[src/rtl/bist_pkg.sv]
// Shared types and constants for the scan-BIST signature checker.
// Holds the controller state encoding, default sizes and width helpers.
package bist_pkg;

    typedef enum logic [2:0] {
        IDLE,
        INIT,
        SHIFT,
        CAPTURE,
        UNLOAD,
        COMPARE,
        DONE_S
    } state_t;

    localparam int CHAIN_LEN_DEF = 8;
    localparam int NUM_PAT_DEF   = 16;
    localparam int SIG_W_DEF     = 16;

    localparam logic [SIG_W_DEF-1:0] GOLDEN_DEF = 16'hA5C3;

    // Width of a counter that must be able to hold the value n.
    function automatic int cnt_w(input int n);
        return $clog2(n + 1);
    endfunction

endpackage

[src/rtl/bist_sig_collector.sv]
// Serial signature collector: shifts SIGN in MSB-first and compares to GOLDEN.
// Ports: clk, rst_n, clr, shift_en, cmp_en, sign -> sig[SIG_W], pass.
module bist_sig_collector
    import bist_pkg::*;
#(
    parameter int               SIG_W  = SIG_W_DEF,
    parameter logic [SIG_W-1:0] GOLDEN = SIG_W'(GOLDEN_DEF)
) (
    input  logic             clk,
    input  logic             rst_n,
    input  logic             clr,
    input  logic             shift_en,
    input  logic             cmp_en,
    input  logic             sign,
    output logic [SIG_W-1:0] sig,
    output logic             pass
);

    always_ff @(posedge clk or negedge rst_n) begin
        if (!rst_n) begin
            sig  <= '0;
            pass <= 1'b0;
        end else if (clr) begin
            sig  <= '0;
            pass <= 1'b0;
        end else begin
            // First sampled bit travels up to the MSB.
            if (shift_en)
                sig <= {sig[SIG_W-2:0], sign};
            if (cmp_en)
                pass <= (sig == GOLDEN);
        end
    end

endmodule

[config.mk]
export PLATFORM = sky130hd
export DESIGN_NAME = bist_sig_collector
export DESIGN_NICKNAME = d
export VERILOG_FILES = /design/src/rtl/bist_pkg.sv /design/src/rtl/bist_sig_collector.sv
export SDC_FILE = /design/constraint.sdc
export NUM_CORES = 1
export LEC_CHECK = 0
export BUFFER_PORTS_ARGS = -buffer_cell sky130_fd_sc_hd__buf_2
export CORE_MARGIN = 5
export CORE_UTILIZATION = 35
export CTS_BUF_LIST = sky130_fd_sc_hd__clkbuf_8
export CTS_CLUSTER_SIZE = 10
export DETAILED_ROUTE_END_ITERATION = 10
export GPL_TIMING_DRIVEN = 0
export PLACE_DENSITY = 0.67
export SLEW_MARGIN = 20
export SYNTH_ARGS = -nofsm -noshare
export SYNTH_HDL_FRONTEND = slang
export SYNTH_SLANG_ARGS = --single-unit
[constraint.sdc]
create_clock -name clk -period 0.95 [get_ports clk]
set_input_delay 0.2375 -clock clk [delete_from_list [all_inputs] [get_ports clk]]
set_output_delay 0.2375 -clock clk [all_outputs]
set_load 0.005 [all_outputs]
==> qor.yml, run 1 <==
sta:
  post-route-period-util_pct: 115
  finalWorstSetupSlack_ps: -146
  worst_pin_slew_ps: 443
  setup_viol: 20
  max_freq_mhz: 913
  clock_skew_ps: 4.08
  slew_viol_final: 0
  rsz0062_at_grt: "true"
  hold_viol: 0
  slew_headroom_pct: 70.5
  post-route-min-period_ps: 1100
power:
  switching_share_pct: 21.6
  power_density_mw_per_mm2: 1330
  intPower_mw: 1.06
  power.leakage_nw: 0.586
  ir_drop_v: 0.000752
  p_sw_uw: 293
  seqPwrFrac_pct: 54.4
  combPwrFrac_pct: 7.3
  p_clk_share_pct: 38.3
logic_synthesis:
  synth.distinct_cells: 12
  syn-instance-count: 60
  syn-cell-area_um2: 746
  netlist.area_leader.share_pct: 57.0
  synth_fp_nets: 66
  yosysWarnings: 0
  ys_ff_latch: 17
  ys_seq_area_share_pct: 57.0
  avgSynthCellArea_um2: 12.4
  synthTopCellsByArea: "dfrtp_1 57%, mux2i_1 21%, nor2_1 8.6%, and4bb_2 3.4%, nor4b_2 2.0%"
  synth_top_cell_by_area: "dfrtp_1"
status:
  status: "finished with violations"
  violations: "negative setup slack"
floorplan:
  die_area_mm2: 0.00315
  row_count: 16
  start_util_pct: 37.2
  chipHeight_um: 56.2
  die_x_um: 56.2
  core-area_mm2: 0.00200
  ios: 23
critical_path:
  arrival_ps: 1270
  setup.worst_path.end_class: "flip-flop"
  crit_type: "reg2reg"
  critPathLaunchType: "flip-flop"
  crit_required_ps: 1120
  crit_fanout: 4
placement:
  io_buffers: 20
  globalplace.congestion: 0.702
  post-dp-hpwl_mm: 1.13
  pre_cts_ws_ps: -172
  dp.cells: 107
  placed_cell_area_um2: 880
finish:
  layout-drive-gt1-share_pct: 42.7
  stdcell_count: 123
  multi_input_area_um2: 293
  seqCellArea_um2: 425
  layout_common_cells: "20 x buf_2, 17 x nor2_1, 17 x dfrtp_1"
  fillers: 199
  fin_util_pct: 50.8
  fin_nets: 103
  area_growth_pct: 36.4
  final_common_cell: "buf_2"
  stdcell_area_mm2: 0.00102
  antennaDiodeCount: 0
drt:
  route.detailed.drc: 0
  drtPass1Iterations: 4
  vias: 584
  vias_per_cell: 4.75
  antenna_left: 0
  wl_per_cell_um: 13.6
  wl_mm: 1.67
  drt_iter0_drc: 3
clocking:
  cts_resized: 0
  root_buffer: "clkbuf_8"
  clk_pin_slew_ps: 60
  insertion_delay_ps: 250
  clkSinkCount: 17
  cts_tree: "built"
  ctsLongestPathBuffers: 2
  cts_made_buffers: 3
  htreeDepth: 1
grt:
  grt_pass1_wl_mm: 2.76
  grt_usage_pct: 11.5
  grt_antenna_before_repair: 0
  grt_pass1_vias: 607
  overflow: 0
  grt_max_degree: 18
min_path:
  hold_path_class: "in2reg"
flow_run:
  cap_violations: 0
-- cell usage after synthesis --
| library cell | number |
|---|---|
| mux2i_1 | 16 |
| dfrtp_1 | 17 |
| nand4_1 | 1 |
| nor2_1 | 17 |
| a211oi_2 | 1 |
| and4bb_2 | 2 |
| nor4b_2 | 1 |
| buf_4 | 1 |
| and4b_1 | 1 |
| buf_1 | 1 |
| clkbuf_2 | 1 |
| buf_6 | 1 |
-- logic make-up after synthesis --
| family | share of synthesized area (%) |
|---|---|
| buf+inv | 3.69 |
| compound gates | 1.68 |
| flops | 57.0 |
| mux | 21.5 |
| simple gates | 16.1 |
-- layout make-up --
type | instances | area share, %
timing repair buffer | 32 | 18.9
clock inverter | 1 | 0.369
tap | 27 | 3.32
sequential | 17 | 41.8
multi-input combinational | 39 | 28.8
clock buffer | 3 | 4.06
buffer | 4 | 2.71
-- registers in the layout, indices dropped and copies added, names as in the netlist --
signal,count
pass,1
sig,16
-- final timing paths --
kind / from / end / slack, ps / depth (start not counted)
hold / removal: cmp_en / pass / 180 / 2
max in group asynchronous: rst_n / sig[3] / 230 / 2
hold reg to reg: sig[6] / sig[6] / 570 / 2
setup reg to reg: sig[4] / pass / -150 / 3
setup / recovery: sig[4] / pass / -150 / 3
min in group asynchronous: rst_n / sig[9] / 450 / 2
-- critical path, stage by stage (launching register included) --
cell and delay, ps:
dfrtp_1 410, nor4b_2 280, nand4_1 150, a211oi_2 190
-- power by group through the flow --
stage,registers (mW),logic [mW],clock network [mW]
after floorplan,0.750,0.0530,0
after global placement,0.750,0.0893,0
after detailed placement,0.750,0.0909,0
after CTS,0.736,0.0970,0.528
after global routing,0.737,0.110,0.558
final,0.736,0.0988,0.518
-- metrics by stage --
step / power, mW / setup TNS (ps) / hold WS (ps)
final: 1.35 / -1350 / 180
after global routing: 1.40 / -1950 / 183
after CTS: 1.36 / -1460 / 174
after detailed placement: 0.841 / -1290 / 175
after global placement: 0.839 / -952 / 175
after floorplan: 0.803 / -85.7 / -58.1
-- layer usage --
| metal | global-route usage [%] | vias to the layer above | routed length (µm) |
|---|---|---|---|
| met3 | 1.62 | 9 | 73 |
| met5 | 0 | - | 0 |
| met2 | 17.9 | 19 | 787 |
| met4 | 10.2 | 0 | 88 |
| li1 | - | 280 | - |
| met1 | 13.7 | 276 | 722 |
-- repair_timing --
| item | in CTS | in global routing |
|---|---|---|
| hold buffers | 1 | 0 |
| cloned | 0 | 0 |
| setup buffers | 9 | 2 |
| endpoints found under the setup margin | 18 | 18 |
| hold endpoints to repair | 17 | 0 |
| pin swaps | 2 | 0 |
Note: power is estimated with default switching activity, not from simulation.
==> run 2: changes to the inputs <==
--- a/config.mk
+++ b/config.mk
@@ -6,9 +6,9 @@
 export NUM_CORES = 1
 export LEC_CHECK = 0
 export BUFFER_PORTS_ARGS = -buffer_cell sky130_fd_sc_hd__buf_2
-export CORE_MARGIN = 5
+export CORE_MARGIN = 3
 export CORE_UTILIZATION = 35
-export CTS_BUF_LIST = sky130_fd_sc_hd__clkbuf_8
+export CTS_BUF_LIST = sky130_fd_sc_hd__clkbuf_16
 export CTS_CLUSTER_SIZE = 10
 export DETAILED_ROUTE_END_ITERATION = 10
 export GPL_TIMING_DRIVEN = 0
==> qor.yml, run 2 (synthesis gave the netlist of run 1 again) <==
power:
  finalPower_mw: 1.67  # +24%
  ir_drop_v: 0.00137  # +82%
  power_density_mw_per_mm2: 1530  # +15%
  power.leakage_nw: 0.628  # +7.3%
grt:
  grt_pass1_wl_mm: 2.64  # -4.3%
  overflow: 0  # unchanged
  grt_antenna_before_repair: 0  # unchanged
  grt_usage_pct: 13.2  # +1.7 points
  grt_max_degree: 18  # unchanged
  grt_pass1_vias: 578  # -4.8%
sta:
  worst_pin_slew_ps: 417  # -25.9 ps
  setup_viol: 18  # -10%
  finalWorstSetupSlack_ps: -194  # -48.3 ps
  hold_viol: 0  # unchanged
  max_freq_mhz: 874  # -4.2%
  slew_viol_final: 0  # unchanged
  post-route-min-period_ps: 1140  # +48.3 ps
  clock_skew_ps: 1.07  # -3.01 ps
  rsz0062_at_grt: "true"
  slew_headroom_pct: 72.2  # +1.7 points
  post-route-period-util_pct: 120  # +5.1 points
drt:
  vias: 591  # +1.2%
  dr_wl_met3_um: 104  # +42%
  topRoutingLayerUsed: "met3"
  wl_per_cell_um: 12.5  # -8.0%
  wl_mm: 1.60  # -4.3%
  drt-met1-wl_um: 737  # +2.1%
  vias_per_cell: 4.62  # -2.8%
  route.detailed.drc: 0  # unchanged
  antenna_left: 0  # unchanged
  drt_iter0_drc: 3  # unchanged
  drtPass1Iterations: 2  # -2
  wl_met2_um: 758  # -3.7%
finish:
  reg_top3: "sig: 16 flops, pass: 1 flops"
  final_common_cell: "buf_2"
  layout-drive-gt1-share_pct: 46.5  # +3.8 points
  largest-register: "sig"
  fin_nets: 108  # +4.9%
  fin_util_pct: 55.4  # +4.6 points
  area_growth_pct: 47.1
  antennaDiodeCount: 0  # unchanged
  largest_reg_flops: 16  # unchanged
  layout_common_cells: "20 x buf_2, 17 x nor2_1, 17 x dfrtp_1"
clocking:
  cts_tree: "built"
  htreeDepth: 1  # unchanged
  cts_made_buffers: 3  # unchanged
  clk_pin_slew_ps: 50  # about the same
  insertion_delay_ps: 250  # about the same
  ctsLongestPathBuffers: 2  # unchanged
  root_buffer: "clkbuf_16"
  clkSinkCount: 17  # unchanged
critical_path:
  critPathMaxStageDelay_ps: 400  # about the same
  crit_fanout: 3  # -1
  r2r_start: "sig[4]"
  critical_path.top_delay_family: "flip-flops"
  critPathLaunchType: "flip-flop"
  crit_required_ps: 710  # -410 ps
  setup.worst_path.end_class: "output pin"
  crit_chain: "buf_4, buf_2"
  crit_start: "sig[4]"
  arrival_ps: 910  # -360 ps
  path_buf_inv: 2  # +2
  crit_type: "reg2out"
  cpMaxStageDelayCell: "dfrtp_1"
status:
  violations: "negative setup slack"
  status: "finished with violations"
floorplan:
  start_util_pct: 37.6  # +0.38 points
  core-area_mm2: 0.00198  # -1.0%
  row_count: 16  # unchanged
  die_x_um: 52.2  # -7.1%
  chipHeight_um: 52.2  # -7.1%
  die_area_mm2: 0.00272  # -14%
  ios: 23  # unchanged
placement:
  globalplace.congestion: 0.699  # -0.41%
  post-dp-hpwl_mm: 1.06  # -6.6%
  io_buffers: 20  # unchanged
flow_run:
  cap_violations: 0  # unchanged
min_path:
  hold_path_class: "in2reg"
  min_from: "cmp_en"
## run 2: cell types whose count changed in the layout (fill, tap and decap cells not counted), sizes merged
cell,before,now
clkinv,0,1
inv,1,0
buf,34,39
## run 2: worst register-to-register path, cell delays in order (launching register included)
cell      delay (ps)
dfrtp_1          400
nor4b_2          300
nand4_1          150
a211oi_2         190
## run 2: worst paths after layout
check	slack, ps	to	depth (start not counted)
worst max-delay path	-190	sig[4]	2
worst min-delay path	190	pass	2
worst max register to register	-170	pass	3
worst min register to register	570	sig[14]	2
max in group asynchronous	240	sig[8]	2
min in group asynchronous	440	sig[2]	2
## run 2: cell type report
cell class	instances	area, µm²
clock buffer	3	75.1
timing repair buffer	37	238
fill	170	885
clock inverter	1	5.00
tap	27	33.8
sequential	17	425
multi-input combinational	39	293
buffer	4	27.5
## run 2: repair_timing
item | CTS | global route
cloned | 0 | 0
buffers inserted | 13 | 3
setup endpoints to repair | 18 | 18
gates resized for setup | 0 | 2
pin swaps | 1 | 2
hold endpoints to repair | 17 | 0
hold buffers | 1 | 0
## run 2: metrics by stage
step                setup TNS, ps  cells  setup slack, ps  hold slack (ps)  instance area, µm²
floorplan                   -85.7     60            -85.7            -58.1                 746
global placement            -1050    107             -170              173                 880
detailed placement           -931    107             -174              180                 880
CTS                         -1310    125             -167              186                1070
global route                -2090    128             -248              190                1100
finish                      -1360    128             -194              187                1100
## run 2: layer usage
metal,vias to the layer above,GRT usage (%)
met5,-,0
met4,0,2.55
met3,0,5.44
met2,17,20.5
met1,289,17.5
li1,285,-
## run 2: report_power, final
group,leakage (nW),switching (mW),total (mW),internal (mW)
combinational,0.352,0.0541,0.0985,0.0443
sequential,0.236,0.00595,0.738,0.732
clock,0.0409,0.275,0.838,0.563
total,0.628,0.335,1.67,1.34
==> run 3: changes to the inputs <==
--- a/config.mk
+++ b/config.mk
@@ -13,6 +13,7 @@
 export DETAILED_ROUTE_END_ITERATION = 10
 export GPL_TIMING_DRIVEN = 0
 export PLACE_DENSITY = 0.67
+export RECOVER_POWER = 25
 export SLEW_MARGIN = 20
 export SYNTH_ARGS = -nofsm -noshare
 export SYNTH_HDL_FRONTEND = slang
==> qor.yml, run 3 (synthesis gave the netlist of run 1 again) <==
grt:
  use_met1_pct: 17.5  # unchanged
  grt.met2_usage_pct: 20.5  # unchanged
  met3_usage_pct: 5.44  # unchanged
  grt_pass1_vias: 578  # unchanged
  grt_usage_pct: 13.2  # unchanged
  grt_antenna_before_repair: 0  # unchanged
  busiest_layer: "met2"
  grt_max_degree: 18  # unchanged
  grt_pass1_wl_mm: 2.64  # unchanged
  overflow: 0  # unchanged
power:
  power_density_mw_per_mm2: 1530  # about the same
  seqPwrFrac_pct: 44.1  # about the same
  finalPower_mw: 1.67  # about the same
  intPower_mw: 1.34  # about the same
  combPwrFrac_pct: 5.9  # about the same
  ir_drop_v: 0.00137  # unchanged
  switching_share_pct: 20.0  # about the same
  p_clk_share_pct: 50.0  # about the same
  p_sw_uw: 335  # about the same
  power.leakage_nw: 0.629  # about the same
placement:
  globalplace.congestion: 0.699  # unchanged
  post-dp-hpwl_mm: 1.06  # unchanged
  io_buffers: 20  # unchanged
  placed_cell_area_um2: 880  # unchanged
  dp.cells: 107  # unchanged
floorplan:
  ios: 23  # unchanged
  die_area_mm2: 0.00272  # unchanged
  die_x_um: 52.2  # unchanged
  row_count: 16  # unchanged
  chipHeight_um: 52.2  # unchanged
  start_util_pct: 37.6  # unchanged
  core-area_mm2: 0.00198  # unchanged
drt:
  drt_iter0_drc: 3  # unchanged
  route.detailed.drc: 0  # unchanged
  drtPass1Iterations: 2  # unchanged
  vias_per_cell: 4.62  # unchanged
  wl_mm: 1.60  # about the same
  wl_per_cell_um: 12.5  # about the same
  antenna_left: 0  # unchanged
  vias: 591  # unchanged
sta:
  slew_viol_final: 0  # unchanged
  post-route-min-period_ps: 1140  # unchanged
  finalWorstSetupSlack_ps: -194  # unchanged
  hold_viol: 0  # unchanged
  setup_viol: 18  # unchanged
  slew_headroom_pct: 72.1  # -0.080 points
  rsz0062_at_grt: "true"
  clock_skew_ps: 1.07  # unchanged
  hold_slack_ps: 187  # unchanged
  max_freq_mhz: 874  # unchanged
  worst_pin_slew_ps: 418  # +1.20 ps
  post-route-period-util_pct: 120  # unchanged
finish:
  fillers: 170  # unchanged
  reg_top3: "sig: 16 flops, pass: 1 flops"
  final_common_cell: "buf_2"
  antennaDiodeCount: 0  # unchanged
  layout-drive-gt1-share_pct: 46.5  # unchanged
  fin_nets: 108  # unchanged
  largest_reg_flops: 16  # unchanged
  largest-register: "sig"
  stdcell_count: 128  # unchanged
  area_growth_pct: 47.1  # unchanged
  layout_common_cells: "19 x buf_2, 17 x nor2_1, 17 x dfrtp_1"
  stdcell_area_mm2: 0.00110  # unchanged
clocking:
  clkSinkCount: 17  # unchanged
  cts_made_buffers: 3  # unchanged
  htreeDepth: 1  # unchanged
  root_buffer: "clkbuf_16"
  ctsLongestPathBuffers: 2  # unchanged
  insertion_delay_ps: 250  # about the same
  cts_tree: "built"
  clk_pin_slew_ps: 50  # about the same
critical_path:
  crit_required_ps: 710  # about the same
  path_buf_inv: 2  # unchanged
  crit_type: "reg2out"
  setup.worst_path.end_class: "output pin"
  critical_path.top_delay_family: "flip-flops"
  critPathMaxStageDelay_ps: 400  # about the same
  crit_chain: "buf_4, buf_2"
  crit_fanout: 3  # unchanged
  critPathLaunchType: "flip-flop"
  arrival_ps: 910  # about the same
  cpMaxStageDelayCell: "dfrtp_1"
status:
  status: "finished with violations"
  violations: "negative setup slack"
flow_run:
  cap_violations: 0  # unchanged
min_path:
  hold_path_class: "in2reg"
[run 3: worst register-to-register path: stages (launching register included)]
cell      delay (ps)
dfrtp_1          400
nor4b_2          300
nand4_1          150
a211oi_2         190
[run 3: through the flow]
step / util (%) / worst slack [ps] / TNS (ps)
floorplan: - / -85.7 / -85.7
global placement: 44.4 / -170 / -1050
global route: 55.4 / -248 / -2090
detailed placement: 44.4 / -174 / -931
CTS: 53.9 / -167 / -1310
finish: 55.4 / -194 / -1360
[run 3: power groups by stage]
| stage | logic [mW] | registers (mW) | clock network (mW) |
|---|---|---|---|
| after global placement | 0.0889 | 0.750 | 0 |
| after global routing | 0.110 | 0.738 | 0.902 |
| final | 0.0985 | 0.738 | 0.838 |
| after CTS | 0.100 | 0.737 | 0.860 |
| after floorplan | 0.0530 | 0.750 | 0 |
| after detailed placement | 0.0899 | 0.751 | 0 |
[run 3: metal layers]
layer | vias up | wire length, µm
met4 | 0 | 0
met5 | - | 0
met2 | 17 | 758
li1 | 285 | -
met1 | 289 | 736
met3 | 0 | 104
[run 3: cell type report]
type                            count  area [µm²]  share of cell area (%)
Multi-Input combinational cell     39         293                    26.7
Tap cell                           27        33.8                    3.08
Clock buffer                        3        75.1                    6.84
Sequential cell                    17         425                    38.8
Clock inverter                      1        5.00                   0.456
Timing Repair Buffer               37         238                    21.7
Buffer                              4        27.5                    2.51
[run 3: repair_timing]
action	CTS	global route
gates resized for setup	0	2
hold buffers	1	0
hold endpoints to repair	17	0
pin swaps	1	2
endpoints found under the setup margin	18	18
buffers inserted	13	3
[run 3: worst paths after layout]
| path | startpoint | endpoint | slack (ps) | cells after the start |
|---|---|---|---|---|
| max | sig[4] | sig[4] | -190 | 2 |
| min in group asynchronous | rst_n | sig[2] | 450 | 2 |
| min | cmp_en | pass | 190 | 2 |
| max in group asynchronous | rst_n | sig[8] | 200 | 2 |
| min reg2reg | sig[13] | sig[14] | 570 | 2 |
| max reg2reg | sig[4] | pass | -170 | 3 |
